### src/rtl/axis_ingress_port_if.sv
// AXI4-Stream bundle used on both sides of the ingress port.
// master drives payload and valid; slave drives ready.
interface axis_ingress_port_if #(
    parameter int unsigned DATA_WIDTH = 8,
    parameter int unsigned USER_WIDTH = 1
);
    logic [DATA_WIDTH-1:0] tdata;
    logic                  tvalid;
    logic                  tready;
    logic                  tlast;
    logic [USER_WIDTH-1:0] tuser;

    modport master (
        output tdata,
        output tvalid,
        input  tready,
        output tlast,
        output tuser
    );

    modport slave (
        input  tdata,
        input  tvalid,
        output tready,
        input  tlast,
        input  tuser
    );
endinterface

### src/rtl/axis_ingress_port.sv
// Ingress boundary: zero-latency AXI4-Stream pass-through with a registered
// frame monitor (saturating statistics, in-frame flag, sticky protocol checker).
module axis_ingress_port #(
    parameter int unsigned DATA_WIDTH = 8,
    parameter int unsigned USER_WIDTH = 1,
    parameter int unsigned CNT_WIDTH  = 32
) (
    input  logic                 clk,
    input  logic                 rst,
    axis_ingress_port_if.slave   s,
    axis_ingress_port_if.master  m,
    input  logic                 stat_clear,
    output logic [CNT_WIDTH-1:0] stat_frames,
    output logic [CNT_WIDTH-1:0] stat_beats,
    output logic [CNT_WIDTH-1:0] stat_err_frames,
    output logic                 stat_in_frame,
    output logic                 stat_proto_err
);

    typedef enum logic [0:0] {StIdle, StInFrame} state_e;

    state_e state_q, state_d;

    logic [CNT_WIDTH-1:0] frames_q, frames_d;
    logic [CNT_WIDTH-1:0] beats_q, beats_d;
    logic [CNT_WIDTH-1:0] err_frames_q, err_frames_d;
    logic                 proto_err_q, proto_err_d;

    logic                  prev_stalled_q;
    logic [DATA_WIDTH-1:0] rec_data_q;
    logic                  rec_last_q;
    logic [USER_WIDTH-1:0] rec_user_q;

    logic xfer;
    logic stalled;
    logic violation;

    // Datapath: no storage, reset only gates the handshake.
    assign m.tdata  = s.tdata;
    assign m.tlast  = s.tlast;
    assign m.tuser  = s.tuser;
    assign m.tvalid = s.tvalid & ~rst;
    assign s.tready = m.tready & ~rst;

    assign xfer    = s.tvalid & s.tready;
    assign stalled = s.tvalid & ~s.tready;

    // A stalled beat must stay valid and keep its payload until accepted.
    assign violation = prev_stalled_q &
                       (~s.tvalid |
                        (s.tdata != rec_data_q) |
                        (s.tlast != rec_last_q) |
                        (s.tuser != rec_user_q));

    always_comb begin
        state_d = state_q;
        unique case (state_q)
            StIdle:    if (xfer && !s.tlast) state_d = StInFrame;
            StInFrame: if (xfer && s.tlast)  state_d = StIdle;
            default:   state_d = StIdle;
        endcase
    end

    always_comb begin
        frames_d     = frames_q;
        beats_d      = beats_q;
        err_frames_d = err_frames_q;
        proto_err_d  = proto_err_q;
        if (stat_clear) begin
            frames_d     = '0;
            beats_d      = '0;
            err_frames_d = '0;
            proto_err_d  = 1'b0;
        end else begin
            if (xfer) begin
                if (beats_q != '1) beats_d = beats_q + 1'b1;
                if (s.tlast) begin
                    if (frames_q != '1) frames_d = frames_q + 1'b1;
                    if (s.tuser[0] && (err_frames_q != '1)) begin
                        err_frames_d = err_frames_q + 1'b1;
                    end
                end
            end
            if (violation) proto_err_d = 1'b1;
        end
    end

    always_ff @(posedge clk) begin
        if (rst) begin
            state_q      <= StIdle;
            frames_q     <= '0;
            beats_q      <= '0;
            err_frames_q <= '0;
            proto_err_q  <= 1'b0;
        end else begin
            state_q      <= state_d;
            frames_q     <= frames_d;
            beats_q      <= beats_d;
            err_frames_q <= err_frames_d;
            proto_err_q  <= proto_err_d;
        end
    end

    // Stall record; stalls forced by reset are never captured.
    always_ff @(posedge clk) begin
        if (rst) begin
            prev_stalled_q <= 1'b0;
            rec_data_q     <= '0;
            rec_last_q     <= 1'b0;
            rec_user_q     <= '0;
        end else begin
            prev_stalled_q <= stalled;
            if (stalled) begin
                rec_data_q <= s.tdata;
                rec_last_q <= s.tlast;
                rec_user_q <= s.tuser;
            end
        end
    end

    assign stat_frames     = frames_q;
    assign stat_beats      = beats_q;
    assign stat_err_frames = err_frames_q;
    assign stat_in_frame   = (state_q == StInFrame);
    assign stat_proto_err  = proto_err_q;

endmodule

### src/flat_wrapper.sv
// flat-port wrapper written by rule: the top's interface ports become plain ports
module axis_ingress_port_flat 
#(
    parameter int unsigned DATA_WIDTH = 8,
    parameter int unsigned USER_WIDTH = 1,
    parameter int unsigned CNT_WIDTH  = 32
)
  (clk, rst, stat_clear, stat_frames, stat_beats, stat_err_frames, stat_in_frame, stat_proto_err, s_tdata, s_tvalid, s_tready, s_tlast, s_tuser, m_tdata, m_tvalid, m_tready, m_tlast, m_tuser);
  axis_ingress_port_if #(.DATA_WIDTH(DATA_WIDTH), .USER_WIDTH(USER_WIDTH)) s_i ();
  axis_ingress_port_if #(.DATA_WIDTH(DATA_WIDTH), .USER_WIDTH(USER_WIDTH)) m_i ();
  input  logic clk;
  input  logic rst;
  input  logic stat_clear;
  output logic [CNT_WIDTH-1:0] stat_frames;
  output logic [CNT_WIDTH-1:0] stat_beats;
  output logic [CNT_WIDTH-1:0] stat_err_frames;
  output logic stat_in_frame;
  output logic stat_proto_err;
  input wire logic [$bits(s_i.tdata)-1:0] s_tdata;
  input wire logic [$bits(s_i.tvalid)-1:0] s_tvalid;
  output wire logic [$bits(s_i.tready)-1:0] s_tready;
  input wire logic [$bits(s_i.tlast)-1:0] s_tlast;
  input wire logic [$bits(s_i.tuser)-1:0] s_tuser;
  output wire logic [$bits(m_i.tdata)-1:0] m_tdata;
  output wire logic [$bits(m_i.tvalid)-1:0] m_tvalid;
  input wire logic [$bits(m_i.tready)-1:0] m_tready;
  output wire logic [$bits(m_i.tlast)-1:0] m_tlast;
  output wire logic [$bits(m_i.tuser)-1:0] m_tuser;
  assign s_i.tdata = s_tdata;
  assign s_i.tvalid = s_tvalid;
  assign s_tready = s_i.tready;
  assign s_i.tlast = s_tlast;
  assign s_i.tuser = s_tuser;
  assign m_tdata = m_i.tdata;
  assign m_tvalid = m_i.tvalid;
  assign m_i.tready = m_tready;
  assign m_tlast = m_i.tlast;
  assign m_tuser = m_i.tuser;
  axis_ingress_port #(.DATA_WIDTH(DATA_WIDTH), .USER_WIDTH(USER_WIDTH), .CNT_WIDTH(CNT_WIDTH)) u_core (.clk(clk), .rst(rst), .s(s_i), .m(m_i), .stat_clear(stat_clear), .stat_frames(stat_frames), .stat_beats(stat_beats), .stat_err_frames(stat_err_frames), .stat_in_frame(stat_in_frame), .stat_proto_err(stat_proto_err));
endmodule
### config.mk
export PLATFORM = sky130hd
export DESIGN_NAME = axis_ingress_port_flat
export DESIGN_NICKNAME = d
export VERILOG_FILES = /design/src/rtl/axis_ingress_port_if.sv /design/src/rtl/axis_ingress_port.sv /design/src/flat_wrapper.sv
export SDC_FILE = /design/constraint.sdc
export NUM_CORES = 1
export LEC_CHECK = 0
export ABC_AREA = 1
export BUFFER_PORTS_ARGS = -buffer_cell sky130_fd_sc_hd__buf_2
export CAP_MARGIN = 20
export CORE_AREA = 2 2 112 114
export DETAILED_ROUTE_END_ITERATION = 6
export DIE_AREA = 0 0 114 116
export PLACE_DENSITY = 0.89
export REMOVE_ABC_BUFFERS = 1
export SLEW_MARGIN = 10
export SYNTH_ARGS = -nofsm -noshare
export SYNTH_HDL_FRONTEND = slang
export SYNTH_SLANG_ARGS = --single-unit
export TNS_END_PERCENT = 50
### constraint.sdc
create_clock -name clk -period 2.35 [get_ports clk]
set_clock_uncertainty 0.15 [all_clocks]
set_input_delay 0.5875 -clock clk [delete_from_list [all_inputs] [get_ports clk]]
set_output_delay 0.5875 -clock clk [all_outputs]
set_load 0.02 [all_outputs]
; Yosys cells after proc, flatten, opt, wreduce, memory -nomap -nowiden
; Index checks and enable logic that the tools add are counted.
; Widths: inputs -> output; s select.
[classes]
add_sub_neg = 3
n_eq_ne = 6
n_mux = 3
n_bitwise = 12
n_reduce_logical = 8
[op_table]
columns = operator, count
row1 = $add 32x1->32 const B, 3
row2 = $ne 32x32->1 const B, 3
row3 = $ne 8x8->1, 1
row4 = $reduce_and 3->1, 2
row5 = $and 1x1->1, 5
row6 = $not 1->1, 4
row7 = $logic_and 1x1->1, 3
row8 = $or 1x1->1, 3
row9 = $mux 1, 2
row10 = $ne 1x1->1, 2
row11 = $pmux 1 s2, 1
row12 = $reduce_and 2->1, 1
row13 = $reduce_or 2->1, 1
row14 = $logic_not 1->1, 1
[word_totals]
register_bits = 109
in_bits = 15
output_inout_bits = 110
word_cells = 41

; Logic depth before layout (Yosys ltp)
[depth]
word_depth = 6
depth_mapped = 12
mapped_depth_nobuf = 12

; Worst setup path after synthesis
; OpenSTA, ideal clock, no wires.
[synth_path]
kind = register to register
from = register u_core.frames_q[0] (netlist: u_core.stat_frames[0])
to = register u_core.frames_q[10] (netlist: u_core.stat_frames[10])
setup_ns = 0.132
t_arrival_ns = 1.783
required_time_ns = 2.068
setup_slack_ns = 0.285
path_stages_with_launch = 13
path_buffers = 2
synth_period_minus_slack_ns = 2.065
cell_sequence = dfxtp_1 -> ha_1 -> inv_2 -> nor2_4 -> nand2_2 -> nor2_4 -> nand3_1 -> nand2_2 -> inv_2 -> buf_6 -> buf_6 -> nand2_1 -> a21oi_1
[synth_between]
elab_chain_cells = 2
elab_cells_between_ends = 3
classes_between = 1 x add/sub / 1 x eq/ne / 1 x reduce/logical
[synth_lines]
columns = element, line_no
row1 = start: declaration, axis_ingress_port.sv:24  ; logic [CNT_WIDTH-1:0] frames_q, frames_d;
row2 = start signal: assignment, axis_ingress_port.sv:97  ; frames_q <= frames_d;
row3 = "parallel branches: the longest is 2 deep, another holds $add 32x1->32", -
; Parallel ways; which one is timed is not known.
; A chain may end at the register's enable or synchronous reset.

; Worst setup path after layout
[layout_path]
from = register u_core.err_frames_q[0] (netlist: u_core.stat_err_frames[0])
to = register u_core.err_frames_q[0] (netlist: u_core.stat_err_frames[0])
[layout_between]
elab_chain_cells = 3
elab_cells_between_ends = 4
classes_between = 1 x add/sub / 1 x eq/ne / 2 x reduce/logical
[layout_lines]
columns = element, line_no
row1 = start: declaration, axis_ingress_port.sv:26  ; logic [CNT_WIDTH-1:0] err_frames_q, err_frames_d;
row2 = start signal: assignment, axis_ingress_port.sv:99  ; err_frames_q <= err_frames_d;
row3 = "parallel branches: the longest is 3 deep, another holds $add 32x1->32", -
; Parallel ways; which one is timed is not known.

==> key figures <==
Die
  – Die Width: ~110 um
  – Initial Util: 0.554
  – Io pins: 125
  – FP Rows: 40
  – Die area: 13,200 um2
  – Die Y: 116 um
  – Core area: 11,900 um2

Synth
  – Seq/Total Area, Yosys: 0.331
  – Distinct cell type count after synthesis: 28
  – YS warnings: 0
  – Avg Cell Area, Syn: 6.02 um2
  – Number of synthesized register bits: 109
  – Post-synthesis cell count: 1,096
  – Mapped Area: roughly 6600 um2

Clock network
  – CTS tree: built
  – Cts hold-fix bufs: 0
  – Worst-path clk slew: roughly 0.07 ns
  – Root Driver: clkbuf_16
  – Clock Path Buffers: 2
  – Num Clock Sinks: approximately 110
  – Worst-skew pair later-pin latency: 0.36 ns
  – CTS H-tree depth: 3
  – CTS Buf Count: 9

Flow run
  – # Max-Cap Violations: 0

Pwr
  – Max IR drop VDD: 432 uV
  – Leakage: 3.16 nW
  – Power Dens Cells: 471 nW/um2

Placed design
  – HPWL Detailed: between 10,000 and 15,000 um
  – Placement Cell Area: 7360 um2
  – Dpl cells: 1,353
  – PortBufs: 124
  – Routability cong.: 0.937

GRT
  – Pin count of the biggest net entering global routing: 32
  – Number of global-route vias before repair: 6,335
  – Initial antenna violation count: 0
  – Global-route wire length before repair: 29,200 um
  – Global route total overflow: 0
  – Total GRT Usage: 0.269

Timing
  – Hold Vio Cnt, Final: 0
  – Slew headroom: 0.552
  – Setup-failing EPs final: 0
  – Hold_ws: 0.302 ns
  – RSZ-0062 raised after global routing: false
  – Final Max Tran Viols: 0
  – Crit path time final: 2.16 ns
  – Worst Tran Pin Value: 0.671 ns
  – Period Utilization, post-route: 0.917
  – Fmax: 464 MHz

Detailed routing
  – Pre-Repair DR Iteration Count: 7
  – DRT iter0 DRCs: between 500 and 600
  – Drt wl/cell: about 13 um
  – Vias/cell: about 5.2
  – DRC viols: 0
  – WL final: 17,100 um
  – ANT nets after route: 0
  – Via count: 7,068

Worst hold path
  – Worst Hold Class: flop to flop

Critical path
  – Element type at the critical path end: flop
  – CP Data Arrival Time: 2.29 ns
  – Startpoint types: flop
  – WP data required: 2.49 ns
  – Worst-path fanout max: 15
  – CP Class: flop to flop

Finish
  – Final nets: 1,235
  – Syn-to-layout area delta: 16.1%
  – Post-route insts no fill: 1,369
  – Final Util: 0.643
  – Layout cell share with drive strength beyond 1: 0.151
  – ANT cells: 0
  – Design Area, Final: 7660 um2

Status
  – Status: finished clean
==> sequential cells by signal, indices dropped and copies added (netlist names), named ones only <==
name	flops
u_core.stat_beats	32
u_core.stat_proto_err	1
u_core.rec_user_q	1
u_core.rec_last_q	1
u_core.stat_err_frames	32
u_core.rec_data_q	8
u_core.prev_stalled_q	1
u_core.stat_frames	32
==> through the flow <==
stage                     TNS, ns  power (W)  setup slack [ns]
after global placement          0    0.00211             0.135
after floorplan            -11.72    0.00202            -0.172
final                           0    0.00360             0.195
after CTS                       0    0.00363            0.0682
after global routing            0    0.00372            0.0423
after detailed placement        0    0.00212             0.103
==> cell usage after synthesis <==
| cell type | count | area [um2] |
|---|---|---|
| a21oi_1 | 79 | 395 |
| and2_1 | 1 | 6.26 |
| buf_2 | 4 | 20.0 |
| buf_4 | 16 | 120 |
| buf_6 | 4 | 45.0 |
| clkbuf_1 | 11 | 41.3 |
| dfxtp_1 | 109 | 2180 |
| ha_1 | 3 | 37.5 |
| inv_1 | 73 | 274 |
| inv_2 | 7 | 26.3 |
| nand2_1 | 427 | 1600 |
| nand2_2 | 5 | 31.3 |
| nand2_4 | 1 | 11.3 |
| nand3_1 | 27 | 135 |
| nand3_2 | 2 | 20.0 |
| nand3_4 | 1 | 17.5 |
| nand3b_1 | 26 | 195 |
| nand4_1 | 8 | 50.1 |
| nor2_1 | 211 | 792 |
| nor2_2 | 5 | 31.3 |
| nor2_4 | 3 | 33.8 |
| nor3_1 | 7 | 35.0 |
| o21ai_0 | 21 | 105 |
| o21ai_1 | 1 | 5.00 |
| o21bai_1 | 2 | 15.0 |
| o22ai_1 | 1 | 6.26 |
| xnor2_1 | 14 | 123 |
| xor2_1 | 27 | 236 |
==> cell type report <==
cell class | instances | area, um2
Multi-Input combinational cell | 872 | 3890
Clock inverter | 4 | 47.5
Fill cell | 1121 | 4250
Inverter | 80 | 300
Tap cell | 147 | 184
Sequential cell | 109 | 2180
Clock buffer | 12 | 246
Timing Repair Buffer | 145 | 807
==> power by group <==
part	internal, W	switching (W)
clock	0.000853	0.000678
sequential	0.00186	0.0000104
combinational	0.0000631	0.000137
total	0.00278	0.000825
==> worst max-delay path: stages, from the launching register on <==
cell	delay [ns]
dfxtp_1	0.36
ha_1	0.25
nand3_2	0.11
nor2_2	0.04
nand2_1	0.07
nor2_2	0.05
nand2_2	0.13
nand2_4	0.11
nor2_2	0.54
nand2_1	0.13
a21oi_1	0.16
==> repair_timing <==
action	CTS	global route
endpoints found under the setup margin	0	16
buffers inserted	0	0
resized for setup	0	2
==> worst paths after layout <==
check                              endpoint  depth (start not counted)  slack, ns                 startpoint
setup / recovery  u_core.stat_err_frames[0]                         10       0.19  u_core.stat_err_frames[0]
hold / removal        u_core.stat_proto_err                          2       0.30      u_core.prev_stalled_q
hold reg to reg       u_core.stat_proto_err                          2       0.30      u_core.prev_stalled_q
setup reg to reg  u_core.stat_err_frames[0]                         10       0.19  u_core.stat_err_frames[0]
==> per-layer routing <==
metal / wire, um / share of wire / global-route usage / vias up
met5: 0 / 0 / 0 / -
met4: 320 / 0.019 / 0.105 / 0
met3: 1150 / 0.067 / 0.0502 / 28
li1: - / - / - / 3638
met1: 7630 / 0.45 / 0.347 / 3192
met2: 8030 / 0.47 / 0.448 / 210
==> cells by family (layout without fill, tap and decap cells) <==
group / after synthesis / in the layout / share of synthesized area
xor+xnor: 41 / 41 / 0.0545
simple gates: 724 / 724 / 0.449
fa+ha+maj: 3 / 3 / 0.00569
compound gates: 104 / 104 / 0.0799
buf+inv: 115 / 241 / 0.0799
flops: 109 / 109 / 0.331
==> cell usage in the layout, fill, tap and decap left out, types with 2 or more instances in the layout <==
| cell | count |
|---|---|
| nand3_2 | 2 |
| a21oi_1 | 78 |
| clkbuf_1 | 2 |
| clkbuf_16 | 9 |
| nor2_1 | 210 |
| inv_1 | 73 |
| o21bai_1 | 2 |
| xnor2_1 | 14 |
| buf_2 | 124 |
| nand4_1 | 8 |
| xor2_1 | 27 |
| nand3_1 | 27 |
| nor2_2 | 6 |
| nor2_4 | 3 |
| buf_4 | 18 |
| ha_1 | 3 |
| o21ai_0 | 21 |
| clkinv_2 | 2 |
| dfxtp_1 | 109 |
| nand3b_1 | 26 |
| nand2_1 | 427 |
| nand2_2 | 5 |
| buf_12 | 2 |
| nor3_1 | 7 |
| inv_2 | 7 |
(Power assumes the default switching activity.)
